**src/rtl/register_file_pkg.sv**
```systemverilog
// Shared processor constants for the register file: default geometry, zero-register index
// and the saturating write-counter helper.
package register_file_pkg;

    localparam int unsigned DATA_WIDTH = 32;
    localparam int unsigned ADDR_WIDTH = 5;
    localparam int unsigned NUM_REGS   = 2 ** ADDR_WIDTH;
    localparam int unsigned ZERO_REG   = 0;
    localparam int unsigned CNT_WIDTH  = 16;

    localparam logic [CNT_WIDTH-1:0] CNT_MAX = '1;

    // Increment that sticks at all-ones instead of wrapping
    function automatic logic [CNT_WIDTH-1:0] sat_inc(input logic [CNT_WIDTH-1:0] v);
        return (v == CNT_MAX) ? v : v + CNT_WIDTH'(1);
    endfunction

endpackage

```
**src/rtl/regfile_word.sv**
```systemverilog
// One register-file word: a loadable register with synchronous reset.
module regfile_word #(
    parameter int unsigned WIDTH = register_file_pkg::DATA_WIDTH
) (
    input  logic             clk,
    input  logic             rst,
    input  logic             load,
    input  logic [WIDTH-1:0] d,
    output logic [WIDTH-1:0] q
);

    logic [WIDTH-1:0] q_q;
    logic [WIDTH-1:0] q_d;

    always_comb begin
        q_d = q_q;
        if (load) begin
            q_d = d;
        end
    end

    always_ff @(posedge clk) begin
        if (rst) begin
            q_q <= '0;
        end else begin
            q_q <= q_d;
        end
    end

    assign q = q_q;

endmodule

```
**src/rtl/register_file.sv**
```systemverilog
// Two-read / one-write register file with hardwired zero register, optional write-to-read
// forwarding, a one-cycle write acknowledge and a saturating committed-write counter.
module register_file #(
    parameter int unsigned DATA_WIDTH = register_file_pkg::DATA_WIDTH,
    parameter int unsigned ADDR_WIDTH = register_file_pkg::ADDR_WIDTH,
    parameter bit          BYPASS     = 1'b1
) (
    input  logic                  CLK,
    input  logic                  RST,
    input  logic [ADDR_WIDTH-1:0] RA1,
    input  logic [ADDR_WIDTH-1:0] RA2,
    input  logic                  WE,
    input  logic [ADDR_WIDTH-1:0] WA,
    input  logic [DATA_WIDTH-1:0] WD,
    output logic [DATA_WIDTH-1:0] RD1,
    output logic [DATA_WIDTH-1:0] RD2,
    output logic                  WR_ACK,
    output logic [15:0]           WR_COUNT
);

    import register_file_pkg::CNT_WIDTH;
    import register_file_pkg::ZERO_REG;
    import register_file_pkg::sat_inc;

    localparam int unsigned           NUM_WORDS = 2 ** ADDR_WIDTH;
    localparam logic [ADDR_WIDTH-1:0] ZERO_IDX  = ADDR_WIDTH'(ZERO_REG);

    logic                  wr_fwd_c;
    logic                  wr_commit_c;
    logic [DATA_WIDTH-1:0] word_q [NUM_WORDS];

    logic                  wr_ack_q;
    logic                  wr_ack_d;
    logic [CNT_WIDTH-1:0]  wr_count_q;
    logic [CNT_WIDTH-1:0]  wr_count_d;

    // Forwarding ignores RST so that reads between edges still see the incoming data
    always_comb begin
        wr_fwd_c    = WE && (WA != ZERO_IDX);
        wr_commit_c = wr_fwd_c && !RST;
    end

    // Storage: zero register is a constant, every other word gets its own decoded load
    for (genvar i = 0; i < NUM_WORDS; i++) begin : g_word
        if (i == ZERO_REG) begin : g_zero
            assign word_q[i] = '0;
        end else begin : g_reg
            regfile_word #(
                .WIDTH (DATA_WIDTH)
            ) u_word (
                .clk  (CLK),
                .rst  (RST),
                .load (wr_commit_c && (WA == ADDR_WIDTH'(i))),
                .d    (WD),
                .q    (word_q[i])
            );
        end
    end

    // Combinational read muxes with optional same-cycle forwarding
    always_comb begin
        RD1 = word_q[RA1];
        RD2 = word_q[RA2];
        if (BYPASS && wr_fwd_c && (RA1 == WA)) begin
            RD1 = WD;
        end
        if (BYPASS && wr_fwd_c && (RA2 == WA)) begin
            RD2 = WD;
        end
    end

    always_comb begin
        wr_ack_d   = wr_commit_c;
        wr_count_d = wr_count_q;
        if (wr_commit_c) begin
            wr_count_d = sat_inc(wr_count_q);
        end
    end

    always_ff @(posedge CLK) begin
        if (RST) begin
            wr_ack_q   <= 1'b0;
            wr_count_q <= '0;
        end else begin
            wr_ack_q   <= wr_ack_d;
            wr_count_q <= wr_count_d;
        end
    end

    assign WR_ACK   = wr_ack_q;
    assign WR_COUNT = wr_count_q;

endmodule

```
**config.mk**
```make
export PLATFORM = sky130hd
export DESIGN_NAME = register_file
export DESIGN_NICKNAME = d
export VERILOG_FILES = /design/src/rtl/register_file_pkg.sv /design/src/rtl/regfile_word.sv /design/src/rtl/register_file.sv
export SDC_FILE = /design/constraint.sdc
export NUM_CORES = 2
export LEC_CHECK = 0
export CORE_MARGIN = 2
export CORE_UTILIZATION = 40
export DETAILED_ROUTE_END_ITERATION = 16
export GPL_TIMING_DRIVEN = 1
export HOLD_SLACK_MARGIN = 0.06
export PLACE_DENSITY = 0.57
export SLEW_MARGIN = 30
export SYNTH_ARGS = -nofsm -noshare
export SYNTH_HDL_FRONTEND = slang
export SYNTH_SLANG_ARGS = --single-unit
```
**constraint.sdc**
```tcl
create_clock -name CLK -period 3.1 [get_ports CLK]
set_input_delay 0.62 -clock CLK [delete_from_list [all_inputs] [get_ports CLK]]
set_output_delay 0.62 -clock CLK [all_outputs]
set_load 0.02 [all_outputs]
```
### After elaboration in Yosys (flattened, before gate mapping)

Cells that the tools add are included.

* bits in registers: 1009
* input bits: 50
* word-level logic and storage cells: 119
* output and inout bits: 81

* mux-type cells: 8
* reductions and logical operators: 38
* $lt $le $gt $ge: 2
* bitwise operators: 3
* add/sub/neg operators: 1
* equal/unequal tests: 34

Operators with widths (number)
* binary-select mux 32 bit (select 5 bit): 2
* two-way mux 32 bit: 6
* equality test 5 bit, second input constant: 16
* equality test 5 x 4 -> 1 bit, second input constant: 8
* logical AND 1 bit: 35
* equality test 5 x 3 -> 1 bit, second input constant: 4
* adder 16 x 1 -> 16 bit, second input constant: 1
* equality test 16 bit, second input constant: 1
* >= comparator 6 bit, second input constant: 2
* NOT 5 -> 6 bit: 2
* equality test 5 x 2 -> 1 bit, second input constant: 2
* equality test 5 bit: 2
* equality test 5 x 1 -> 1 bit, second input constant: 1
* nonzero test 5 bit: 1
* AND reduction 2 bit: 1
* logical NOT 1 bit: 1
* NOT 1 bit: 1

### Depth between registers and ports, before layout

* word-level depth: 5
* mapped depth: 9

### Modules after synthesis

From an unflattened synthesis, not the netlist that was laid out.

* cells, all modules: 4971
* area, all modules: 54006.8 sq um

By module, submodules not included
* regfile_word: area each 1163.6 sq um, cells each 103, instances 31
* register_file: area each 17934.7 sq um, cells each 1778, instances 1

### Worst setup path after synthesis

OpenSTA, ideal clock, no wires.

* path type: input -> output
* start: in RA1[1]
* end: out RD1[27]
* path buffers: 3
* cell stages on the path: 8
* arrival: 2471 ps
* path slack: 9 ps
* path through: buf_2 -> buf_2 -> clkbuf_1 -> a21oi_1 -> a211oi_1 -> a21oi_1 -> a211o_1 -> o31ai_1

* longest elaborated chain between the ends: 5
* elaborated cells between the ends (all ways): 7
* those cells by class: 1 x eq/ne; 4 x mux; 1 x bitwise; 1 x reduce/logical

RTL lines
* start, declared: RTL line register_file.sv:10 `input logic [ADDR_WIDTH-1:0] RA1,`
* NOT 5 -> 6 bit (not written as such): RTL line register_file.sv:62 `RD1 = word_q[RA1];`
* binary-select mux 32 bit (select 5 bit): RTL line register_file.sv:62
* two-way mux 32 bit (not written as such) (2 in a row): RTL line register_file.sv:62
* two-way mux 32 bit (*): RTL line register_file.sv:64 `if (BYPASS && wr_fwd_c && (RA1 == WA)) begin`
* end, declared: RTL line register_file.sv:15 `output logic [DATA_WIDTH-1:0] RD1,`

Every way passes the cells marked *; elsewhere a longest branch is shown, timed or not. The select of a mux whose other input is x is not followed.

### Final worst setup path

* start: in RA1[0]
* end: out RD1[28]

Same word-level chain as after synthesis.

==> run summary <==
Crit-path leading delay family = multiplexers
Highest clock rate = 0.307 GHz
Final global-route overflow total = 0
Data required time at the worst endpoint = 2480 ps
Max Slew Vio Count = 0
PD cells = 451 mW/mm^2
CTS clk-pin slew, worst paths = 70 ps
Critical path buffers and inverters = 4
Chip height = 366 microns
Largest net degree at the start of global routing = 208
Relative slew slack = 20.5%
Final WL = 220000 microns
Total Power = 0.0305 W
DIE AREA = 0.134 sq mm
Async SR Flop Fraction = 0%
Slew @ Worst Pin = 1190 ps
Post-synth top area share = 38.5%
Crit path capture type = primary output
Reg-to-reg slack, setup = 1040 ps
CTS Buffer Depth = 3
Cell chain of the critical path = buf_16 > buf_12 > buf_6 > mux4_2 > mux4_2 > nand2_2 > o21ai_2 > mux2_4 > buf_6
Most common cell after layout, fill and taps aside = nand2_1
Global placement routability congestion = 0.918
Clock sink total = 1009
Worst vdd ir = 0.439 mV
Vias = 51100
Average wire per standard cell = 26.2 microns
Vias/cell = 6.07
Worst flop-to-flop path startpoint = WR_COUNT[3]
Worst-Skew Late Latency = 730 ps
CTS root buf = clkbuf_16
Final period util = 105%
Startpoint types = input port
Worst Setup SP = RA1[0]
Final worst setup slack = -156 ps
Synth Instances = 6323
Antenna violations before repair = 2
Fin nets = 6639
Syn Std Cell Area = 0.0525 sq mm
Reg2reg end = WR_COUNT[2]
Slowest stage cell, crit path = mux4_2
H-tree levels = 3
Synth cell types = 56
Final setup violation count = 43
Unrepaired setup endpoints after global routing = yes
DR iter-0 viols = 6440
Warnings, synthesis = 0
CP peak stage delay = 550 ps
CTS buffer count = 105
Initial core utilization = 40.4%
CTS tree = built
Area contributors post-synth = dfxtp_1 39%, nand2_1 15%, mux4_2 13%
Die Wd = 366 microns
Ratio of cells with drive above 1 in the final layout = 27.7%
Mapped Nets = 6374
Final count of hold timing violations = 0
Avg Synthesized Cell Area = 8.30 sq um
Hold Buf Count CTS = 0
Hold Path Class = in2reg
EDFF count, synth = 0
Final TNS setup = -2610 ps
Failing checks = negative setup slack
Clock period minus worst slack = 3260 ps
DRC viols = 0
Fill cells = 11800
WP data arrival = 2640 ps
Antenna viol nets, final = 0
Status = complete, but fails checks
IO Port Bufs = 130
Crit Path Class = in2out
First-pass GRT wire length = 319000 microns
Placement Rows = 132
Yosys reg bits = 1009
Largest area contributor in the netlist = dfxtp_1
# IOs = 131
Most frequent cells in the layout = 2058 x nand2_1, 1025 x a21oi_1, 952 x dfxtp_1
Number of global-route vias before repair = 48100
Area grow syn2layout = 28.7%
First-pass iteration count of the detailed router = 6
Synth Flop Type = dfxtp_1
Path length in cells of the critical path = 9
Core Footprint = 0.130 sq mm
Max Cap Viol = 0
CP Max Fanout = 8
Post-Route Skew = 3.69 ps
HPWL after detailed placement = 136000 microns
Register-to-Register Path Depth = 6
Critical Path Sink = RD1[28]
GRT Resource Usage Total = 31.2%
Post-synthesis sequential area ratio = 38.5%
Static leakage = 23.1 nW
worst reg2reg max path, cell delays in order (launching register included):
cell,delay [ps]
dfxtp_1,440
and4_1,430
nand4_1,220
o211ai_1,460
buf_4,210
xnor2_1,100
nor2_1,50
layer usage:
layer | GRT usage (%) | wire length, microns | vias up
li1 | - | - | 22600
met1 | 41.8 | 87600 | 24900
met2 | 49.2 | 98800 | 3004
met3 | 5.89 | 23600 | 625
met4 | 13.6 | 10100 | 2
met5 | 0 | 13 | -
registers in the layout, indices dropped and copies added, names as in the netlist:
| name | count |
|---|---|
| WR_COUNT | 16 |
| WR_ACK | 1 |
| g_word.g_reg.u_word.q | 992 |
logic make-up after synthesis:
group / after synthesis / synth area share (%)
AND/OR/NAND/NOR: 2387 / 18.2
AO/OA/AOI/OAI: 1522 / 16.6
flip-flops: 1009 / 38.5
multiplexers: 708 / 21.1
buffers and inverters: 683 / 5.40
XOR/XNOR: 13 / 0.217
adder cells (fa/ha/maj): 1 / 0.0238
cells in the mapped netlist (27+ instances only):
library cell / count
o221ai_1: 31
nand2_1: 2088
o22ai_1: 63
clkbuf_1: 475
nand3b_1: 34
o21ai_0: 68
a21oi_1: 1033
mux2_2: 250
a211oi_1: 124
a22oi_1: 92
clkbuf_2: 27
a31oi_1: 31
a22o_1: 30
mux2i_1: 165
buf_2: 141
nor4_1: 32
dfxtp_1: 1009
nor2_1: 76
nor2b_1: 98
a311oi_1: 30
mux4_2: 293
stage by stage:
stage / std cells / setup slack, ps / util (%) / hold WS [ps] / instance area, sq um
floorplan: 6323 / 9.24 / - / 442 / 52500
global placement: 8114 / -1180 / 46.3 / 448 / 60100
detailed placement: 8114 / -1170 / 46.3 / 456 / 60100
CTS: 8393 / -154 / 51.0 / 178 / 66200
global route: 8418 / -173 / 52.0 / 217 / 67500
finish: 8419 / -156 / 52.0 / 230 / 67500
power by group:
group	total, W	internal [W]	switching (W)
registers	0.0131	0.0130	0.0000420
clock network	0.0136	0.00782	0.00574
logic	0.00385	0.00159	0.00226
timing repair:
action | in CTS | in global routing
setup endpoints to repair | 64 | 63
pin swaps | 123 | 119
cloned | 21 | 8
resized for setup | 622 | 284
setup buffers | 78 | 30
cell type report:
class	instances	area, sq um	share of cell area, %
antenna	2	5.00	0.00741
clock buffer	154	3090	4.58
clock inverter	40	523	0.775
inverter	6	25.0	0.0371
multi-input combinational	4633	31500	46.7
sequential	1009	20300	30.0
tap	1742	2180	3.23
timing repair buffer	833	9900	14.7
worst min path at each step:
stage                                             start                             to  slack, ps  cells past startpoint
after global placement    g_word[20].g_reg.u_word.q[10]  g_word[20].g_reg.u_word.q[10]        450                      2
after global routing                                RST   g_word[4].g_reg.u_word.q[26]        220                      2
after floorplan            g_word[20].g_reg.u_word.q[0]   g_word[20].g_reg.u_word.q[0]        440                      2
after CTS                                           RST   g_word[4].g_reg.u_word.q[26]        180                      2
after detailed placement   g_word[20].g_reg.u_word.q[9]   g_word[20].g_reg.u_word.q[9]        460                      2
final                                               RST   g_word[1].g_reg.u_word.q[22]        230                      2
Note: power is estimated with default switching activity, not from simulation.
